`src/rtl/muldiv_ctrl_pkg.sv`:
```
// Shared types and helpers for the multiply/divide controller.
package muldiv_ctrl_pkg;

   localparam int MULDIV_OP_W = 2;

   typedef enum logic [MULDIV_OP_W-1:0] {
      OP_MULT  = 2'b00,
      OP_MULTU = 2'b01,
      OP_DIV   = 2'b10,
      OP_DIVU  = 2'b11
   } op_e;

   typedef enum logic [1:0] {
      ST_IDLE = 2'b00,
      ST_BUSY = 2'b01,
      ST_DONE = 2'b10
   } state_e;

   function automatic logic op_is_div(input logic [MULDIV_OP_W-1:0] op);
      return op[1];
   endfunction

   function automatic logic op_is_signed(input logic [MULDIV_OP_W-1:0] op);
      return ~op[0];
   endfunction

endpackage

```
`src/rtl/muldiv_ctrl_core.sv`:
```
// One combinational iteration of the shared datapath: add-shift for multiply,
// restoring subtract-shift for divide.
module muldiv_ctrl_core #(
   parameter int WIDTH = 32
) (
   input  logic             mode,
   input  logic [WIDTH-1:0] acc_in,
   input  logic [WIDTH-1:0] opnd_in,
   input  logic [WIDTH-1:0] mult_in,
   output logic [WIDTH-1:0] acc_out,
   output logic [WIDTH-1:0] opnd_out
);

   logic [WIDTH:0]   sum;
   logic [WIDTH:0]   shifted;
   logic [WIDTH-1:0] diff;
   logic             no_borrow;

   // Partial remainder is always below the divisor, so the low WIDTH bits of the
   // difference are exact whenever the trial subtract succeeds.
   always_comb begin
      sum       = opnd_in[0] ? ({1'b0, acc_in} + {1'b0, mult_in}) : {1'b0, acc_in};
      shifted   = {acc_in, opnd_in[WIDTH-1]};
      no_borrow = (shifted >= {1'b0, mult_in});
      diff      = shifted[WIDTH-1:0] - mult_in;
      if (mode) begin
         acc_out  = no_borrow ? diff : shifted[WIDTH-1:0];
         opnd_out = {opnd_in[WIDTH-2:0], no_borrow};
      end else begin
         acc_out  = sum[WIDTH:1];
         opnd_out = {sum[0], opnd_in[WIDTH-1:1]};
      end
   end

endmodule

```
`src/rtl/muldiv_ctrl.sv`:
```
// MULT/MULTU/DIV/DIVU sequencer: FSM, iteration counter, sign handling and
// registered HI/LO result with a one-cycle write strobe.
module muldiv_ctrl
   import muldiv_ctrl_pkg::*;
#(
   parameter int WIDTH = 32
) (
   input  logic                   clk,
   input  logic                   rst,
   input  logic                   start,
   input  logic [MULDIV_OP_W-1:0] op,
   input  logic                   flush,
   input  logic [WIDTH-1:0]       src1,
   input  logic [WIDTH-1:0]       src2,
   output logic                   stallreq,
   output logic                   hilo_we,
   output logic [WIDTH-1:0]       hi,
   output logic [WIDTH-1:0]       lo
);

   localparam int CW = $clog2(WIDTH) + 1;

   state_e           state;
   logic [CW-1:0]    count;
   logic             is_div, is_div0, neg_res, neg_rem;
   logic [WIDTH-1:0] mag_a, mag_b, acc, opnd;
   logic [WIDTH-1:0] acc_nxt, opnd_nxt;
   logic             a_neg, b_neg, div0;
   logic [WIDTH-1:0] abs_a, abs_b;
   logic [2*WIDTH-1:0] prod_fix;
   logic [WIDTH-1:0] res_hi, res_lo;

   assign a_neg = op_is_signed(op) & src1[WIDTH-1];
   assign b_neg = op_is_signed(op) & src2[WIDTH-1];
   assign abs_a = a_neg ? -src1 : src1;
   assign abs_b = b_neg ? -src2 : src2;
   assign div0  = op_is_div(op) && (src2 == '0);

   assign stallreq = (rst && state == ST_IDLE && start && !flush) || (state == ST_BUSY);

   muldiv_ctrl_core #(.WIDTH(WIDTH)) u_core (
      .mode     (is_div),
      .acc_in   (acc),
      .opnd_in  (opnd),
      .mult_in  (is_div ? mag_b : mag_a),
      .acc_out  (acc_nxt),
      .opnd_out (opnd_nxt)
   );

   // Final sign fix-up on the magnitudes produced by the last iteration.
   always_comb begin
      prod_fix = neg_res ? -{acc_nxt, opnd_nxt} : {acc_nxt, opnd_nxt};
      res_hi   = prod_fix[2*WIDTH-1:WIDTH];
      res_lo   = prod_fix[WIDTH-1:0];
      if (is_div0) begin
         res_hi = neg_rem ? -mag_a : mag_a;
         res_lo = '1;
      end else if (is_div) begin
         res_hi = neg_rem ? -acc_nxt : acc_nxt;
         res_lo = neg_res ? -opnd_nxt : opnd_nxt;
      end
   end

   // Divide-by-zero takes a single BUSY pass with the counter preset to the last step.
   always_ff @(posedge clk or negedge rst) begin
      if (!rst) begin
         state   <= ST_IDLE;
         count   <= '0;
         is_div  <= 1'b0;
         is_div0 <= 1'b0;
         neg_res <= 1'b0;
         neg_rem <= 1'b0;
         mag_a   <= '0;
         mag_b   <= '0;
         acc     <= '0;
         opnd    <= '0;
         hilo_we <= 1'b0;
         hi      <= '0;
         lo      <= '0;
      end else begin
         hilo_we <= 1'b0;
         case (state)
            ST_IDLE: begin
               if (start && !flush) begin
                  is_div  <= op_is_div(op);
                  is_div0 <= div0;
                  neg_res <= a_neg ^ b_neg;
                  neg_rem <= a_neg;
                  mag_a   <= abs_a;
                  mag_b   <= abs_b;
                  acc     <= '0;
                  opnd    <= op_is_div(op) ? abs_a : abs_b;
                  count   <= div0 ? CW'(WIDTH - 1) : '0;
                  state   <= ST_BUSY;
               end
            end
            ST_BUSY: begin
               if (flush) begin
                  state <= ST_IDLE;
               end else begin
                  acc   <= acc_nxt;
                  opnd  <= opnd_nxt;
                  count <= count + CW'(1);
                  if (count == CW'(WIDTH - 1)) begin
                     state   <= ST_DONE;
                     hi      <= res_hi;
                     lo      <= res_lo;
                     hilo_we <= 1'b1;
                  end
               end
            end
            ST_DONE: state <= ST_IDLE;
            default: state <= ST_IDLE;
         endcase
      end
   end

endmodule

```
`config.mk`:
```
export PLATFORM = sky130hd
export DESIGN_NAME = muldiv_ctrl
export DESIGN_NICKNAME = d
export VERILOG_FILES = /design/src/rtl/muldiv_ctrl_pkg.sv /design/src/rtl/muldiv_ctrl_core.sv /design/src/rtl/muldiv_ctrl.sv
export SDC_FILE = /design/constraint.sdc
export NUM_CORES = 1
export LEC_CHECK = 0
export BUFFER_PORTS_ARGS = -buffer_cell sky130_fd_sc_hd__buf_4
export CAP_MARGIN = 30
export CORE_MARGIN = 2
export CORE_UTILIZATION = 60
export CTS_BUF_LIST = sky130_fd_sc_hd__clkbuf_4 sky130_fd_sc_hd__clkbuf_8 sky130_fd_sc_hd__clkbuf_16
export CTS_CLUSTER_DIAMETER = 80
export CTS_CLUSTER_SIZE = 16
export DETAILED_ROUTE_END_ITERATION = 10
export PLACE_DENSITY = 0.78
export RECOVER_POWER = 50
export SYNTH_ARGS = -nofsm -noshare
export SYNTH_HDL_FRONTEND = slang
export SYNTH_SLANG_ARGS = --single-unit
```
`constraint.sdc`:
```
create_clock -name clk -period 7.6 [get_ports clk]
set_clock_uncertainty 0.15 [all_clocks]
set_input_delay 1.14 -clock clk [delete_from_list [all_inputs] [get_ports clk]]
set_output_delay 1.14 -clock clk [all_outputs]
set_load 0.1 [all_outputs]
```
Word-level counts from Yosys, hierarchy flattened

Cells that the tools add are included.

Bits in registers: 205
Bits in latches: 0
Memory bits (writable): 0
ROM bits: 0
Bits of input ports: 70
Output and inout bits: 66
Memories: 0

$add $sub $neg: 9
Multipliers: 0
Div/mod/pow operators: 0
Order comparisons: 1
Eq/ne operators: 5
Shifts and indexed selects: 0
Mux-type cells: 33
Bitwise operators: 5
Reductions and logical operators: 14

Operators by type and width:

| operator            | number |
|---|---|
| $mux 32             | 18 |
| $neg 32->32         | 5 |
| $pmux 32 s2         | 2 |
| $mux 64             | 1 |
| $neg 64->64         | 1 |
| $add 32x32->33      | 1 |
| $ge 33x32->1        | 1 |
| $mux 33             | 1 |
| $logic_not 32->1    | 1 |
| $sub 32x32->32      | 1 |
| $mux 6              | 2 |
| $pmux 6 s2          | 1 |
| $add 6x1->6 const B | 1 |
| $eq 6x5->1 const B  | 1 |
| $mux 2              | 3 |
| $reduce_and 3->1    | 2 |
| $logic_and 1x1->1   | 5 |
| $mux 5              | 1 |
| $pmux 2 s2          | 1 |
| $reduce_and 2->1    | 2 |
| $mux 1              | 3 |
| $ne 3x2->1 const B  | 1 |
| $and 1x1->1         | 2 |
| $eq 2x1->1 const B  | 1 |
| 8 further kinds     | 9 |

Longest topological paths before layout

Depth after elaboration: 8
Depth in mapped cells: 32

By module

From an unflattened synthesis, not the netlist that was laid out.

Cell total of the unflattened synthesis: 2301
Area, all modules: 18205.0 µm²

By module, submodules not included:

| module           | instances | cells each | area an instance (µm²) | sequential area each (µm²) |
|---|---|---|---|---|
| muldiv_ctrl      | 1         | 1549       | 13085.0                | 5129.9 |
| muldiv_ctrl_core | 1         | 752        | 5119.9                 | 0.0 |

Worst setup path before layout

Ideal clock, no wire load.

Path kind: register -> register
From: register is_div
To: register hi[29]
Setup time: 0.123 ns
Data arrival time: 6.508 ns
Path slack: 0.819 ns
Stages on the path, launching flop included: 28
Path buffers: 10
Clock period less this slack: 6.781 ns
Path through: dfrtp_1 -> buf_2 -> buf_2 -> buf_2 -> buf_2 -> buf_1 -> buf_2 -> buf_1 -> buf_2 -> buf_2 -> buf_1 -> nand2_1 -> o21ai_0 -> ha_1 -> inv_1 -> fa_1 -> a211oi_1 -> o21ai_1 -> o21a_1 -> or3_1 -> o311ai_1 -> a31oi_1 -> nor4_4 -> nor3b_1 -> and2b_1 -> nand3_1 -> or4b_1 -> a32o_1

Word-level cells in the longest chain between the ends: 8
Elaborated cells on any way between the ends: 14

Ends and longest elaborated chain:

| item                                       | RTL line                                       | RTL |
|---|---|---|
| start: declaration                         | muldiv_ctrl.sv:25                              | `logic is_div, is_div0, neg_res, neg_rem;` |
| start signal: assignment                   | muldiv_ctrl.sv:85                              | `is_div <= op_is_div(op);` |
| $mux 32                                    | muldiv_ctrl.sv:45                              | `.mult_in (is_div ? mag_b : mag_a),` |
| $add 32x32->33 (tied with other cells)     | muldiv_ctrl_core.sv:22                         | `sum = opnd_in[0] ? ({1'b0, acc_in} + {1'b0, mult_in}) : {1'b0, acc_in};` |
| $mux 33 or $mux 32 (tied branches)         | muldiv_ctrl_core.sv:22, muldiv_ctrl_core.sv:27 |  |
| $mux 32                                    | muldiv_ctrl_core.sv:26                         | `if (mode) begin` |
| $neg 64->64 or $neg 32->32 (tied branches) | muldiv_ctrl.sv:52, muldiv_ctrl.sv:59           |  |
| $mux 64 or $mux 32 (tied branches)         | muldiv_ctrl.sv:52, muldiv_ctrl.sv:59           |  |
| $mux 32 *                                  | muldiv_ctrl.sv:58                              | `end else if (is_div) begin` |
| $mux 32 *                                  | muldiv_ctrl.sv:55                              | `if (is_div0) begin` |
| end signal: assignment                     | muldiv_ctrl.sv:106                             | `hi <= res_hi;` |
| end: declaration                           | muldiv_ctrl.sv:17                              | `output logic [WIDTH-1:0] hi,` |

Mark *: on every way between the ends. The rest lies on a longest branch, timed or not.
A chain may end at the register's enable or synchronous reset.

Final worst setup path

From: register is_div
To: register hi[6]

Same word-level chain as after synthesis.

==> out/summary.log <==
INFO  synth          yosysUniqueCellTypes=102
INFO  clock_tree     cts_resizes=0
INFO  synth          yosysWarnings=0
INFO  global_route   antenna_found_initial=1
INFO  placed_design  io_buffers=135
INFO  drt            post_drt_via_cell_ratio=6.71
INFO  clock_tree     cts_tree=built
INFO  global_route   grt_overflow_total=0
INFO  synth          yosys.area_share.adder=5.08%
INFO  setup_path     req_time_crit_path=7.74ns
INFO  drt            detailroute.via_count=18.7k
INFO  clock_tree     cts-root-to-sink-buffers=3
INFO  floorplanning  placement_rows=63
INFO  setup_path     crit_path_max_incr_delay=0.97ns
INFO  timing         post-route-min-period=6.55ns
INFO  floorplanning  placeableCoreArea=29600um2
INFO  drt            wirelength_routed=66100um
INFO  outcome        failed_checks=capacitance limit, slew limit
INFO  layout         drive_above_1_share=7.32%
INFO  setup_path     cp_slowest_cell=dfrtp_4
INFO  setup_path     criticalPathCategory=flop to flop
INFO  synth          largest_family_of_logic_cells_by_synthesized_area=compound AO/OA/AOI/OAI gates
INFO  floorplanning  boundaryPins=136
INFO  synth          yosys_most_used_dff=dfrtp_1
INFO  layout         util_after_layout=65.3%
INFO  setup_path     setup.worst_path.start_class=flop
INFO  clock_tree     cts-buffers-inserted=16
INFO  synth          synth_async_sr_flop_share=100%
INFO  clock_tree     clock-root-buffer=clkbuf_16
INFO  synth          synth_enable_flop_cells=0
INFO  setup_path     worst_setup_path_end_kind=flop
INFO  floorplanning  die-width=177um
INFO  synth          synth_top_area_cell=dfrtp_1
INFO  placed_design  dpl_worst_slack=1.26ns
INFO  synth          synthesis.instances=2348
INFO  clock_tree     htree_levels=1
INFO  setup_path     regToRegStartpoint=is_div
INFO  power          power=9.53mW
INFO  layout         num-nets-final=2531
INFO  setup_path     worst-r2r-cell-count=21
INFO  clock_tree     post-cts-setup-buffer-count=0
INFO  timing         setup-violations-final=0
INFO  min_path       worstHoldStart=hi[19]
INFO  floorplanning  floorplan.die.height=177um
INFO  placed_design  hpwl=51300um
INFO  timing         max_slew_violation_total_from_the_final_report=323
INFO  timing         setup_repair_after_global_routing_missed_its_margin=false
INFO  power          p_leak=8.31nW
INFO  synth          synth_compound_area_share=26.1%
INFO  flow_run       cap_viol_max_count=5
INFO  layout         most_common_cell_after_layout_fill_and_taps_aside=nand2_1
INFO  min_path       end_point_of_the_worst_hold_path=hi[19]
INFO  timing         tightest_slew=3.58ns
INFO  layout         final_cell_count_no_fill=2781
INFO  setup_path     regToRegSetupSlack=1.05ns
INFO  timing         hold_ws=0.332ns
INFO  clock_tree     postCtsHoldBufs=0
INFO  setup_path     timing.critical_path.fanout_max=56
INFO  timing         finalCritPeriodShare=86.2%
INFO  layout         final_area=19400um2
INFO  global_route   grt_pass1_wl=99800um
INFO  synth          post_synth_mux_area_share=4.91%
INFO  placed_design  place.detailed.instances=2760
INFO  global_route   track_usage=41.3%
INFO  power          max_ir_drop_vdd=418uV
INFO  synth          syn-num-nets=2490
INFO  layout         area_growth=7.39%
INFO  synth          post_synth_instance_area=18000um2
INFO  synth          avgSynthCellArea=7.68um2
INFO  drt            postRouteAntennaNets=0
INFO  setup_path     worstPathCellList=inv_1 -> a21boi_0 -> ha_1 -> nor2b_4 -> o31ai_4 -> a211oi_2 -> o31a_2 -> nor3_2 -> nand2_1 -> o21ai_0 -> ha_1 -> o211ai_1 -> or2_2 -> nor2_1 -> nand2_1 -> nor2_1 -> nor2_1 -> o41ai_1 -> xnor2_1 -> o21ai_0 -> o21ai_0
INFO  timing         fmax=153MHz
INFO  placed_design  placement.cell_area=19200um2
INFO  outcome        status=finished, violations left
INFO  min_path       whs_path_depth=2
INFO  power          cellPowerDensity=492nW/um2
INFO  synth          yosys.area_share.xor_xnor=8.50%
INFO  drt            detail_route.iter0.violations=2386
INFO  floorplanning  initial_core_util=60.8%
INFO  synth          netlist_top_cells_area=dfrtp_1 (28%), nand2_1 (7.2%), a21oi_1 (6.3%)
INFO  min_path       timing.hold.worst.class=flop to flop
INFO  floorplanning  fp.dieArea=31400um2
INFO  setup_path     critPathArrivalTime=6.68ns
INFO  placed_design  gp_congestion=1.03
INFO  layout         mostFrequentLayoutCells=nand2_1 (343), a21oi_1 (227), nor2_1 (216)
INFO  clock_tree     worstSkewPairLatency=0.49ns
INFO  timing         timing.slew.headroom=-138%
INFO  synth          post_synth_and_or_nand_nor_area_fraction=21.9%
INFO  global_route   number_of_global_route_vias_before_repair=17.1k
INFO  synth          ys_seq_area_share=28.5%
INFO  clock_tree     cts.sink_count=205
INFO  drt            drt_pre_antenna_iters=6
INFO  synth          synth-seq-cells=205
INFO  clock_tree     cts.clk_slew.worst_paths=0.08ns
INFO  global_route   grt_max_degree=103
INFO  synth          synth_top_area_share=28.5%
INFO  timing         hold_viol=0
INFO  setup_path     worstReg2RegEnd=hi[6]
INFO  timing         post-route-worst-setup-slack=1.05ns
INFO  timing         fin_setup_tns=0ns
INFO  drt            post_drt_wl_per_cell=23.8um
INFO  drt            remaining_drc_errors=0
==> layout make-up <==
| cell class | count | area, um2 |
|---|---|---|
| multi-input cells | 1924 | 12000 |
| fillers | 2691 | 10300 |
| flip-flops and latches | 205 | 5130 |
| repair buffers | 163 | 993 |
| well taps | 390 | 488 |
| clock buffers | 18 | 433 |
| inverters | 79 | 297 |
| clock inverters | 1 | 5.00 |
| diodes | 1 | 2.50 |
==> logic make-up after synthesis <==
| kind of cell | Yosys count |
|---|---|
| compound gates | 750 |
| xor+xnor | 175 |
| fa+ha+maj | 72 |
| buf+inv | 219 |
| flops | 205 |
| mux | 87 |
| simple gates | 840 |
==> state kept, by name (all words and copies together), names as in the netlist <==
register / count
acc: 32
is_div: 1
state: 2
lo: 32
neg_res: 1
is_div0: 1
mag_b: 32
hilo_we: 1
count: 6
mag_a: 32
hi: 32
neg_rem: 1
opnd: 32
==> power by group <==
part	leakage, nW	internal (mW)	total [mW]	switching [mW]
Clock	0.218	0.403	0.786	0.383
Sequential	2.61	1.47	2.01	0.546
Combinational	5.48	2.05	6.73	4.68
Total	8.31	3.92	9.53	5.61
==> worst max path at each step <==
stage / startpoint / to
3_3_place_gp: is_div / hi[6]
2_1_floorplan: is_div / hi[29]
4_1_cts: is_div / hi[6]
6_report: is_div / hi[6]
5_1_grt: is_div / hi[6]
3_5_place_dp: is_div / hi[6]
==> critical path, delay by kind of cell, from the launching register on <==
family,cells,cell delay [ns]
fa+ha+maj,2,0.64
compound gates,9,2.51
buf+inv,1,0.13
simple gates,8,1.81
flops,1,0.97
xor+xnor,1,0.11
==> Yosys cell counts, types with 7 or more instances <==
| master | n |
|---|---|
| or3_1 | 22 |
| nor3_1 | 49 |
| inv_1 | 78 |
| a21oi_1 | 227 |
| nor2b_1 | 13 |
| a311oi_1 | 7 |
| ha_1 | 70 |
| mux2_2 | 11 |
| o22ai_1 | 12 |
| a22oi_1 | 10 |
| nand2b_1 | 19 |
| xor2_1 | 75 |
| and3_1 | 12 |
| a21o_1 | 25 |
| nand2_1 | 344 |
| nor2_1 | 218 |
| o21bai_1 | 9 |
| o21a_1 | 22 |
| nand4_1 | 35 |
| buf_1 | 16 |
| o31ai_1 | 28 |
| nor4_1 | 29 |
| o21ai_1 | 9 |
| a211oi_1 | 30 |
| dfrtp_1 | 205 |
| o41ai_1 | 14 |
| xnor2_1 | 100 |
| buf_2 | 34 |
| mux2i_1 | 76 |
| clkbuf_1 | 84 |
| o21ai_0 | 213 |
| or4_1 | 11 |
| a22o_1 | 16 |
| a31oi_1 | 27 |
| nand3_1 | 29 |
| and2_1 | 14 |
| o211ai_1 | 18 |
==> metal layers <==
layer	vias up	track usage (%)	wire, um
met5	-	0	0
met4	0	21.3	3900
met3	202	7.16	6490
met2	1061	65.4	29800
met1	8860	54.2	25900
li1	8548	-	-
(Power assumes the default switching activity.)
